`src/rtl/mux_pkg.sv`:
```
// Shared types and helpers for the registered N:1 arbitrating word multiplexer.
package mux_pkg;

    typedef enum logic [1:0] {
        SEL_EXT,
        SEL_FIXED,
        SEL_RR
    } sel_mode_e;

    function automatic int clog2_min1(input int n);
        return (n <= 2) ? 1 : $clog2(n);
    endfunction

endpackage

```
`src/rtl/rr_arbiter.sv`:
```
// Combinational rotating-priority arbiter: picks the first requester at or after ptr,
// wrapping around, by scanning a doubled copy of the request vector.
module rr_arbiter
    import mux_pkg::*;
#(
    parameter int NUM_IN = 8,
    parameter int IDX_W  = clog2_min1(NUM_IN)
) (
    input  logic [NUM_IN-1:0] req,
    input  logic [IDX_W-1:0]  ptr,
    output logic [IDX_W-1:0]  grant,
    output logic              grant_valid
);

    logic [2*NUM_IN-1:0] req_dbl;

    // Walk downward so the last hit written is the lowest position inside the ptr window.
    always_comb begin
        req_dbl     = {req, req};
        grant       = '0;
        grant_valid = 1'b0;
        for (int i = 2*NUM_IN - 1; i >= 0; i--) begin
            if (i >= int'(ptr) && i < int'(ptr) + NUM_IN && req_dbl[i]) begin
                grant_valid = 1'b1;
                grant       = (i >= NUM_IN) ? IDX_W'(i - NUM_IN) : IDX_W'(i);
            end
        end
    end

endmodule

```
`src/rtl/arb_mux_nx1_reg.sv`:
```
// N:1 word multiplexer with per-channel valid/ready, selectable arbitration mode
// and a registered output stage that sustains one word per cycle.
module arb_mux_nx1_reg
    import mux_pkg::*;
#(
    parameter int        NUM_IN = 8,
    parameter int        WIDTH  = 32,
    parameter sel_mode_e MODE   = SEL_EXT,
    parameter int        SEL_W  = clog2_min1(NUM_IN)
) (
    input  logic                    clk,
    input  logic                    rst,
    input  logic [SEL_W-1:0]        sel,
    input  logic [NUM_IN-1:0]       in_valid,
    output logic [NUM_IN-1:0]       in_ready,
    input  logic [NUM_IN*WIDTH-1:0] in_data,
    output logic                    out_valid,
    input  logic                    out_ready,
    output logic [WIDTH-1:0]        out_data,
    output logic [SEL_W-1:0]        out_sel
);

    if (NUM_IN < 2) begin : g_bad_num_in
        $error("arb_mux_nx1_reg: NUM_IN must be at least 2");
    end
    if (WIDTH < 1) begin : g_bad_width
        $error("arb_mux_nx1_reg: WIDTH must be at least 1");
    end

    logic [SEL_W-1:0] ptr_q, ptr_d;
    logic [SEL_W-1:0] arb_ptr, arb_grant, grant;
    logic             arb_grant_valid, ext_valid, grant_valid, load;
    logic             out_valid_q, out_valid_d;
    logic [WIDTH-1:0] out_data_q, out_data_d, grant_data;
    logic [SEL_W-1:0] out_sel_q, out_sel_d;

    assign arb_ptr = (MODE == SEL_RR) ? ptr_q : '0;

    rr_arbiter #(
        .NUM_IN (NUM_IN),
        .IDX_W  (SEL_W)
    ) u_arb (
        .req         (in_valid),
        .ptr         (arb_ptr),
        .grant       (arb_grant),
        .grant_valid (arb_grant_valid)
    );

    // Compare sel against each real channel so unused codes can never grant or index out of range.
    always_comb begin
        ext_valid = 1'b0;
        for (int k = 0; k < NUM_IN; k++) begin
            if (int'(sel) == k && in_valid[k]) begin
                ext_valid = 1'b1;
            end
        end
    end

    always_comb begin
        grant       = arb_grant;
        grant_valid = arb_grant_valid;
        if (MODE == SEL_EXT) begin
            grant       = sel;
            grant_valid = ext_valid;
        end
    end

    assign load = (!out_valid_q || out_ready) && grant_valid && !rst;

    always_comb begin
        in_ready   = '0;
        grant_data = '0;
        for (int k = 0; k < NUM_IN; k++) begin
            if (int'(grant) == k) begin
                in_ready[k] = load;
                grant_data  = in_data[k*WIDTH +: WIDTH];
            end
        end
    end

    always_comb begin
        out_valid_d = out_valid_q;
        out_data_d  = out_data_q;
        out_sel_d   = out_sel_q;
        ptr_d       = ptr_q;
        if (load) begin
            out_valid_d = 1'b1;
            out_data_d  = grant_data;
            out_sel_d   = grant;
            ptr_d       = (int'(grant) == NUM_IN - 1) ? '0 : grant + SEL_W'(1);
        end else if (out_ready) begin
            out_valid_d = 1'b0;
        end
    end

    always_ff @(posedge clk or posedge rst) begin
        if (rst) begin
            out_valid_q <= 1'b0;
            out_data_q  <= '0;
            out_sel_q   <= '0;
            ptr_q       <= '0;
        end else begin
            out_valid_q <= out_valid_d;
            out_data_q  <= out_data_d;
            out_sel_q   <= out_sel_d;
            ptr_q       <= ptr_d;
        end
    end

    assign out_valid = out_valid_q;
    assign out_data  = out_data_q;
    assign out_sel   = out_sel_q;

endmodule

```
`config.mk`:
```
export PLATFORM = sky130hd
export DESIGN_NAME = arb_mux_nx1_reg
export DESIGN_NICKNAME = d
export VERILOG_FILES = /design/src/rtl/mux_pkg.sv /design/src/rtl/rr_arbiter.sv /design/src/rtl/arb_mux_nx1_reg.sv
export SDC_FILE = /design/constraint.sdc
export NUM_CORES = 1
export LEC_CHECK = 0
export BUFFER_PORTS_ARGS = -buffer_cell sky130_fd_sc_hd__buf_2
export CAP_MARGIN = 20
export CORE_AREA = 2 2 122 124
export DETAILED_ROUTE_END_ITERATION = 6
export DIE_AREA = 0 0 124 126
export PLACE_DENSITY = 0.58
export REMOVE_ABC_BUFFERS = 1
export SYNTH_ARGS = -nofsm -noshare
export SYNTH_HDL_FRONTEND = slang
export SYNTH_HIERARCHICAL = 1
export SYNTH_SLANG_ARGS = --single-unit
```
`constraint.sdc`:
```
create_clock -name clk -period 2.3 [get_ports clk]
set_input_delay 0.23 -clock clk [delete_from_list [all_inputs] [get_ports clk]]
set_output_delay 0.23 -clock clk [all_outputs]
set_load 0.05 [all_outputs]
```
==> results.toml, run 1 <==
[pwr]
sw_frac_of_total_pct = 45.1
power.static_leakage_nw = 2.66
power_report.internal_total_mw = 2.06
clock_power_share_pct = 19.0
comb_power_share_pct = 55.0
power.switching_mw = 1.69
power-per-cell-area_nw_per_um2 = 684
worst_ir_drop_vdd_v = 0.000293
power.share.sequential_pct = 26.0

[yosys]
synth.distinct_cells = 34
synth.ff_latch_count = 36
part_of_the_yosys_area_used_for_sequential_elements_pct = 25.6
post_synth_design_cell_area_sq_um = 3520
synthesis.area_per_instance_sq_um = 11.7
dominantRegCellSynth = "sky130_fd_sc_hd__dfrtp_1"
number_of_flops_mapped_to_enable_cells_by_yosys = 0
synthesis.instances = 301
synthArstFlopShare_pct = 100
synth.yosys.warnings = 6

[grt]
grt_max_degree = 58
first_global_vias = 4136
overflow = 0
global_route_wire_length_before_repair_microns = 20200
grt.total_usage_pct = 17.0
grt_antenna_before_repair = 0

[floorplan]
fp.dieArea_sq_um = 15600
die-width_microns = 124
fp.dieH_microns = 126
initial_core_util_pct = 24.6
rows = 44
pin_count = 314
placeableCoreArea_sq_um = 14300

[timing]
timing_hold_violations_final = 0
grt_setup_unrepaired = "no"
relSlewSlack_pct = 43.9
tmin_final_ns = 2.21
timing.fmax_ghz = 0.453
final-setup-viol-count = 0
final.period_utilization_pct = 96.0
finalMaxSlewViolations = 0
skew_ns = 0.00309
slew_at_the_pin_closest_to_its_max_slew_limit_ns = 0.839

[route]
drt_iter0_drc = 99
post_detailed_route_via_to_cell_ratio = 4.97
route.detailed.wl_per_inst_microns = 17.7
drt_pre_antenna_iters = 4
total_wirelength_of_the_detailed_routed_design_microns = 13900
dr_total_vias = 3906
remaining_drc_errors = 0
detail-route-antenna-nets = 0

[critical_path]
worst-endpoint-arrival_ns = 1.98
regToRegStartpoint = "out_valid"
cp_data_required_time_ns = 2.07
timing.critical_path.from = "out_valid"
critical_path.endpoint_type = "output port"
worstSetupStartpointType = "register"
critical_path_peak_fanout = 11
critical_path_type = "register to output port"

[clock_tree]
cts_sinks = 36
cts-buffers-inserted = 5
clockBufferDepth = 2
worstSkewPairLatency_ns = 0.28
h-tree-depth = 2
cts_hold_repair.buffers = 0
cts_setup_buffers = 0
cts_tree = "done"
root_buffer = "sky130_fd_sc_hd__clkbuf_16"
path_clk_slew_ns = 0.05

[final_layout]
final_layout_size_suffix_gt1_share_pct = 72.6
antenna_cells_inserted = 0
instances_no_fill = 786
n_fill_cell = 1448
design_area_sq_um = 5480
final_nets = 872
syn_to_final_growth_pct = 55.5
finish.utilization_pct = 38.3
layout_commonest_cell = "sky130_fd_sc_hd__buf_2"
mostFrequentLayoutCells = "sky130_fd_sc_hd__buf_2, sky130_fd_sc_hd__mux2_2, sky130_fd_sc_hd__mux4_2, sky130_fd_sc_hd__dfrtp_1, sky130_fd_sc_hd__nor2_1"

[placed_design]
placement.io_buffers = 313
routabilityCongestion = 0.833
dpl.cell_count = 779
detailed_place.area_sq_um = 5290
detail_placement_hpwl_microns = 11500

[worst_hold_path]
hold_class = "input port to async pin"

[flow_run]
cap_violations = 0

[run_status]
status = "completed"
registers in the layout (all words and copies together), names as in the netlist:
| name | flops |
|---|---|
| out_data | 32 |
| out_sel | 3 |
| out_valid | 1 |
synth_stat cells (2+ instances only):
cell type                   number  area (sq um)
sky130_fd_sc_hd__buf_6           3          33.8
sky130_fd_sc_hd__nor2_1         23          86.3
sky130_fd_sc_hd__buf_2          13          65.1
sky130_fd_sc_hd__dfrtp_1        36           901
sky130_fd_sc_hd__buf_1           5          18.8
sky130_fd_sc_hd__nand2_1         3          11.3
sky130_fd_sc_hd__clkbuf_1        9          33.8
sky130_fd_sc_hd__o2bb2ai_1      10          87.6
sky130_fd_sc_hd__nor3_1          9          45.0
sky130_fd_sc_hd__mux2_2         54           608
sky130_fd_sc_hd__a21oi_1        13          65.1
sky130_fd_sc_hd__o22ai_1        11          68.8
sky130_fd_sc_hd__nand3_1         4          20.0
sky130_fd_sc_hd__inv_1           5          18.8
sky130_fd_sc_hd__mux2i_1        22           220
sky130_fd_sc_hd__mux4_2         42           946
sky130_fd_sc_hd__nand2b_1        2          12.5
sky130_fd_sc_hd__mux2_1          2          22.5
sky130_fd_sc_hd__a31oi_1        20           125
metal layers:
| metal | part of all wire, % | wire length (microns) | vias up | GRT usage, % |
|---|---|---|---|---|
| li1 | - | - | 1810 | - |
| met1 | 36 | 4970 | 1859 | 17.4 |
| met2 | 53 | 7360 | 213 | 32.7 |
| met3 | 8.5 | 1190 | 24 | 4.12 |
| met4 | 2.9 | 405 | 0 | 6.41 |
| met5 | 0 | 0 | - | 0 |
power by group through the flow:
stage	Sequential, mW	Combinational (mW)	Clock, mW
6_report	0.973	2.06	0.714
5_1_grt	1.00	2.17	0.782
2_1_floorplan	1.77	0.552	0
3_5_place_dp	0.985	2.08	0
3_3_place_gp	0.978	2.05	0
4_1_cts	0.976	2.08	0.760
stage by stage:
stage | setup TNS [ns] | power, mW | worst slack, ns | hold WS, ns
finish | 0 | 3.75 | 0.0924 | 0.151
detailed placement | 0 | 3.06 | 0.162 | 0.480
global route | 0 | 3.95 | 0.00257 | 0.222
floorplan | -13.19 | 2.32 | -0.498 | 0.362
CTS | 0 | 3.82 | 0.0312 | 0.173
global placement | 0 | 3.03 | 0.223 | 0.465
layout make-up:
| cell class | count | area (sq um) | area share, % |
|---|---|---|---|
| clock buffer | 7 | 153 | 2.79 |
| inverter | 6 | 22.5 | 0.411 |
| multi-input combinational | 228 | 2450 | 44.8 |
| sequential | 36 | 901 | 16.4 |
| tap | 184 | 230 | 4.20 |
| timing repair buffer | 325 | 1720 | 31.3 |
worst max-delay path: stages (launching register included):
cell                      delay, ns
sky130_fd_sc_hd__dfrtp_1       0.37
sky130_fd_sc_hd__nor2b_1       0.16
sky130_fd_sc_hd__or2_2         0.33
sky130_fd_sc_hd__o31a_4        0.42
sky130_fd_sc_hd__nor3_1        0.18
sky130_fd_sc_hd__buf_4         0.23
worst paths after layout:
kind	slack, ns	end	cells past startpoint
max	0.09	in_ready[4]	5
min	0.15	out_valid	2
max reg2reg	0.32	out_data[19]	5
min reg2reg	0.50	out_data[25]	1
max in group asynchronous	1.63	out_sel[2]	2
min in group clk	0.27	out_valid	3
timing repair:
item,in CTS,in global routing
pin swaps,0,1
gates resized for setup,7,4
endpoints found under the setup margin,7,8
logic make-up (layout without fill, tap and decap cells):
group / Yosys count / in the layout / share of synthesized area [%]
DFF: 36 / 36 / 25.6
buffers and inverters: 37 / 338 / 5.15
and+or+nand+nor: 46 / 46 / 6.07
muxes: 120 / 120 / 51.0
AOI/OAI and AO/OA: 62 / 62 / 12.2
Note: power is estimated with default switching activity, not from simulation.
==> inputs of run 2 (changes only) <==
Settings changed: BUFFER_PORTS_ARGS -buffer_cell sky130_fd_sc_hd__buf_2 to not set, DONT_BUFFER_PORTS set to 1, PLACE_DENSITY 0.58 to 0.39.
==> run 2 against run 1 <==
Sequential cell count did not move. Sequential share of layout area is 6.7 points higher. Clock skew about the same. First-iteration DRC count down 29%. Utilization shrank 11 points. Worst setup slack worse by 0.0037 ns. Non-clock buffer count decreased by 309. Combinational power is 68% lower. Count of clock-buffer cells in the layout shrank 1. Final area decreased by 29%. Hold slack lost 0.15 ns. Total power fell by 15%. Critical path type unchanged. Largest cell class unchanged.
==> results.toml, run 2 (same netlist as run 1, synthesis figures left out) <==
[clock_tree]
cts_hold_repair.buffers = 0
clockBufferDepth = 2
cts_sinks = 36
root_buffer = "sky130_fd_sc_hd__clkbuf_16"
path_clk_slew_ns = 0.06
cts_setup_buffers = 0
worstSkewPairLatency_ns = 0.28
cts_tree = "done"
h-tree-depth = 2
cts-buffers-inserted = 5

[timing]
slew_at_the_pin_closest_to_its_max_slew_limit_ns = 0.860
timing.fmax_ghz = 0.452
worst_hold_slack_ns = 0.00465
skew_ns = 0.00268
final.period_utilization_pct = 96.1
fin_setup_tns_ns = 0
setup_slack_ns = 0.0887
final-setup-viol-count = 0
timing_hold_violations_final = 0
finalMaxSlewViolations = 0
relSlewSlack_pct = 42.6
tmin_final_ns = 2.21

[grt]
global_route_wire_length_before_repair_microns = 16400
grt.total_usage_pct = 14.1
grt_max_degree = 99
overflow = 0
grt_antenna_before_repair = 0
first_global_vias = 2961

[route]
post_detailed_route_via_to_cell_ratio = 5.70
drt_pre_antenna_iters = 4
drt_iter0_drc = 70
remaining_drc_errors = 0
routed.top_layer = "met4"
wl_met3_microns = 1250
route.detailed.wl_per_inst_microns = 24.7
drt-met1-wl_microns = 4010
detail-route-antenna-nets = 0
wl_met2_microns = 6440
dr_total_vias = 2725
total_wirelength_of_the_detailed_routed_design_microns = 11800

[critical_path]
r2r_cells = 5
critical_path.endpoint_type = "output port"
worst-endpoint-arrival_ns = 1.98
regToRegStartpoint = "out_valid"
timing.reg2reg.setup_slack_ns = 0.36
timing.rr.end = "out_data[6]"
worstSetupStartpointType = "register"
critical_path_type = "register to output port"
cp_data_required_time_ns = 2.07
critical_path_peak_fanout = 11

[pwr]
power_mw = 3.18
power.static_leakage_nw = 1.43
power-per-cell-area_nw_per_um2 = 819
worst_ir_drop_vdd_v = 0.000324

[placed_design]
placement.io_buffers = 0
place_ws_ns = 0.347
detailed_place.area_sq_um = 3710
routabilityCongestion = 0.732
dpl.cell_count = 470
detail_placement_hpwl_microns = 9090

[floorplan]
placeableCoreArea_sq_um = 14300
rows = 44
pin_count = 314
fp.dieH_microns = 126
fp.dieArea_sq_um = 15600
initial_core_util_pct = 24.6
die-width_microns = 124

[final_layout]
final_layout_size_suffix_gt1_share_pct = 44.6
register_area_sq_um = 901
mostFrequentLayoutCells = "sky130_fd_sc_hd__mux2_2, sky130_fd_sc_hd__mux4_2, sky130_fd_sc_hd__dfrtp_1, sky130_fd_sc_hd__nor2_1, sky130_fd_sc_hd__mux2i_1"
instances_no_fill = 478
multi_input_comb_area_sq_um = 2460
finish.utilization_pct = 27.2
antenna_cells_inserted = 0
syn_to_final_growth_pct = 10.3
layout_commonest_cell = "sky130_fd_sc_hd__mux2_2"
design_area_sq_um = 3890
n_fill_cell = 1519
final_nets = 563
largest_reg_flops = 32

[flow_run]
cap_violations = 0

[worst_hold_path]
hold_class = "input port to async pin"

[run_status]
status = "completed"
[run 2: cell type report]
class / count / share of cell area (%)
well taps: 184 / 5.92
flip-flops and latches: 36 / 23.2
inverters: 6 / 0.579
clock buffers: 6 / 3.57
clock inverters: 2 / 0.257
multi-input cells: 228 / 63.4
repair buffers: 16 / 3.09
[run 2: report_power, final]
part	leakage, nW	internal [mW]	switching, mW
clock	0.0766	0.428	0.279
combinational	0.925	0.425	0.238
sequential	0.424	0.842	0.971
total	1.43	1.69	1.49
[run 2: critical path, cell delays in order (launching register included)]
cell	delay, ns
sky130_fd_sc_hd__dfrtp_1	0.37
sky130_fd_sc_hd__nor2b_1	0.16
sky130_fd_sc_hd__or2_2	0.33
sky130_fd_sc_hd__o31a_4	0.44
sky130_fd_sc_hd__nor3_1	0.17
sky130_fd_sc_hd__buf_4	0.23
[run 2: worst max-delay path by stage]
stage	from	slack, ns	end	cells after the start
2_1_floorplan	out_valid	-0.50	in_ready[0]	4
6_report	out_valid	0.09	in_ready[4]	5
4_1_cts	out_valid	0.03	in_ready[4]	5
3_3_place_gp	out_valid	0.39	in_ready[5]	5
3_5_place_dp	out_valid	0.35	in_ready[6]	5
5_1_grt	out_valid	-0.004	in_ready[4]	5
[run 2: per-layer routing]
layer,track usage [%],up-vias
met3,3.71,5
met2,27.8,194
met1,14.4,1333
met5,0,-
met4,3.44,0
li1,-,1193
[run 2: what timing repair did]
action,CTS,global route
resized for setup,0,5
setup endpoints to repair,0,8
endpoints found under the hold margin,0,0
==> inputs of run 3 (changes only) <==
Settings changed: SETUP_SLACK_MARGIN set to 0.5.
==> run 3 against run 2 <==
Worst setup slack improved by 0.20 ns. Critical endpoint is now in_ready[3]. Maximum frequency is 10% higher. Final area up 10%. Utilization grew 2.7 points. Hold slack worse by 0.00086 ns. Count of clock-buffer cells in the layout is the same. Routed wire length rose by 6.9%. Final cell count rose by 2.5%. First-iteration DRC count increased by 43%. Clock skew is essentially flat.
==> results.toml, run 3 (same netlist as run 1, synthesis figures left out) <==
[clock_tree]
root_buffer = "sky130_fd_sc_hd__clkbuf_16"
clockBufferDepth = 2
worstSkewPairLatency_ns = 0.28
cts-buffers-inserted = 5
cts_hold_repair.buffers = 0
cts_tree = "done"
cts_sinks = 36
path_clk_slew_ns = 0.06
h-tree-depth = 2

[flow_run]
cap_violations = 0

[route]
wl_met3_microns = 1210
drt_iter0_drc = 100
drt-met1-wl_microns = 4430
detail-route-antenna-nets = 0
post_detailed_route_via_to_cell_ratio = 5.80
total_wirelength_of_the_detailed_routed_design_microns = 12600
wl_met2_microns = 6800
remaining_drc_errors = 0
dr_total_vias = 2842
routed.top_layer = "met4"
route.detailed.wl_per_inst_microns = 25.8
drt_pre_antenna_iters = 4

[timing]
relSlewSlack_pct = 42.9
worst_hold_slack_ns = 0.00378
skew_ns = 0.00236
final.period_utilization_pct = 87.4
finalMaxSlewViolations = 0
tmin_final_ns = 2.01
final-setup-viol-count = 0
slew_at_the_pin_closest_to_its_max_slew_limit_ns = 0.855
timing.fmax_ghz = 0.498
grt_setup_unrepaired = "yes"
timing_hold_violations_final = 0

[worst_hold_path]
hold_class = "input port to async pin"

[pwr]
power-per-cell-area_nw_per_um2 = 798
sw_frac_of_total_pct = 45.6
power.static_leakage_nw = 1.65
power_report.internal_total_mw = 1.86
power.switching_mw = 1.55
worst_ir_drop_vdd_v = 0.000329
clock_power_share_pct = 20.8
power.share.sequential_pct = 53.3
comb_power_share_pct = 25.9

[final_layout]
largest_reg_flops = 32
final_nets = 575
layout_commonest_cell = "sky130_fd_sc_hd__mux4_2"
antenna_cells_inserted = 0
design_area_sq_um = 4280
mostFrequentLayoutCells = "sky130_fd_sc_hd__mux4_2, sky130_fd_sc_hd__dfrtp_1, sky130_fd_sc_hd__mux2_2, sky130_fd_sc_hd__mux2_4"
final_layout_size_suffix_gt1_share_pct = 49.3
syn_to_final_growth_pct = 21.3

[grt]
first_global_vias = 3072
global_route_wire_length_before_repair_microns = 17200
grt.total_usage_pct = 14.8
grt_max_degree = 99
overflow = 0
grt_antenna_before_repair = 0

[floorplan]
initial_core_util_pct = 24.6
fp.dieH_microns = 126
placeableCoreArea_sq_um = 14300
die-width_microns = 124
fp.dieArea_sq_um = 15600
pin_count = 314
rows = 44

[critical_path]
worst-endpoint-arrival_ns = 1.78
timing.reg2reg.setup_slack_ns = 0.30
cp_data_required_time_ns = 2.07
critical_path.endpoint_type = "output port"
worstSetupStartpointType = "register"
critical_path_peak_fanout = 5
critical_path_type = "register to output port"

[placed_design]
routabilityCongestion = 0.732
detail_placement_hpwl_microns = 9090
detailed_place.area_sq_um = 3710
placement.io_buffers = 0

[run_status]
status = "completed"
[run 3: cell count changes in the layout (fill, tap and decap cells not counted), sizes merged]
cell / delta
buf: +9
o31a: +1
clkbuf: +2
[run 3: area by class of cell]
| cell class | instances | area, sq um |
|---|---|---|
| timing repair buffer | 27 | 332 |
| sequential | 36 | 901 |
| multi-input combinational | 229 | 2640 |
| inverter | 6 | 22.5 |
| clock buffer | 6 | 139 |
| fill | 1473 | 10000 |
| tap | 184 | 230 |
| clock inverter | 2 | 10.0 |
[run 3: power groups by stage]
stage,Clock (mW),Sequential (mW),Combinational [mW]
final,0.710,1.82,0.883
after CTS,0.748,1.83,0.790
after floorplan,0,1.77,0.552
after detailed placement,0,1.84,0.669
after global routing,0.765,1.85,0.951
after global placement,0,1.84,0.654
[run 3: path summary, 6_finish.rpt]
check | depth (start not counted) | start | to
setup / recovery | 5 | out_valid | in_ready[3]
hold / removal | 1 | rst | out_sel[0]
min in group clk | 1 | sel[0] | out_sel[0]
max in group asynchronous | 1 | rst | out_data[5]
hold reg to reg | 2 | out_valid | out_valid
setup reg to reg | 7 | out_valid | out_data[8]
[run 3: timing repair]
| action | in CTS | in global routing |
|---|---|---|
| pin swaps | 4 | 1 |
| gates cloned | 2 | 2 |
| endpoints found under the setup margin | 43 | 43 |
| setup buffers | 6 | 2 |
| gates resized for setup | 44 | 20 |
[run 3: metal layers]
layer,vias up,track usage [%]
li1,1221,-
met4,0,3.77
met5,-,0
met3,11,3.71
met2,197,29.1
met1,1413,15.2
[run 3: worst max-delay path: stages, from the launching register on]
cell and delay, ns:
sky130_fd_sc_hd__dfrtp_1 0.38, sky130_fd_sc_hd__nor2b_4 0.14, sky130_fd_sc_hd__or2_4 0.25, sky130_fd_sc_hd__o31a_4 0.41, sky130_fd_sc_hd__nor3_2 0.15, sky130_fd_sc_hd__buf_6 0.18
[run 3: stage by stage]
step                cells  TNS (ns)  setup slack, ns  util (%)  power (mW)
floorplan             270    -13.19           -0.498         -        2.32
global placement      470         0            0.388      26.0        2.50
detailed placement    470         0            0.347      26.0        2.51
CTS                   486         0            0.299      28.8        3.37
global route          490         0            0.231      29.9        3.57
finish                490         0            0.291      29.9        3.41
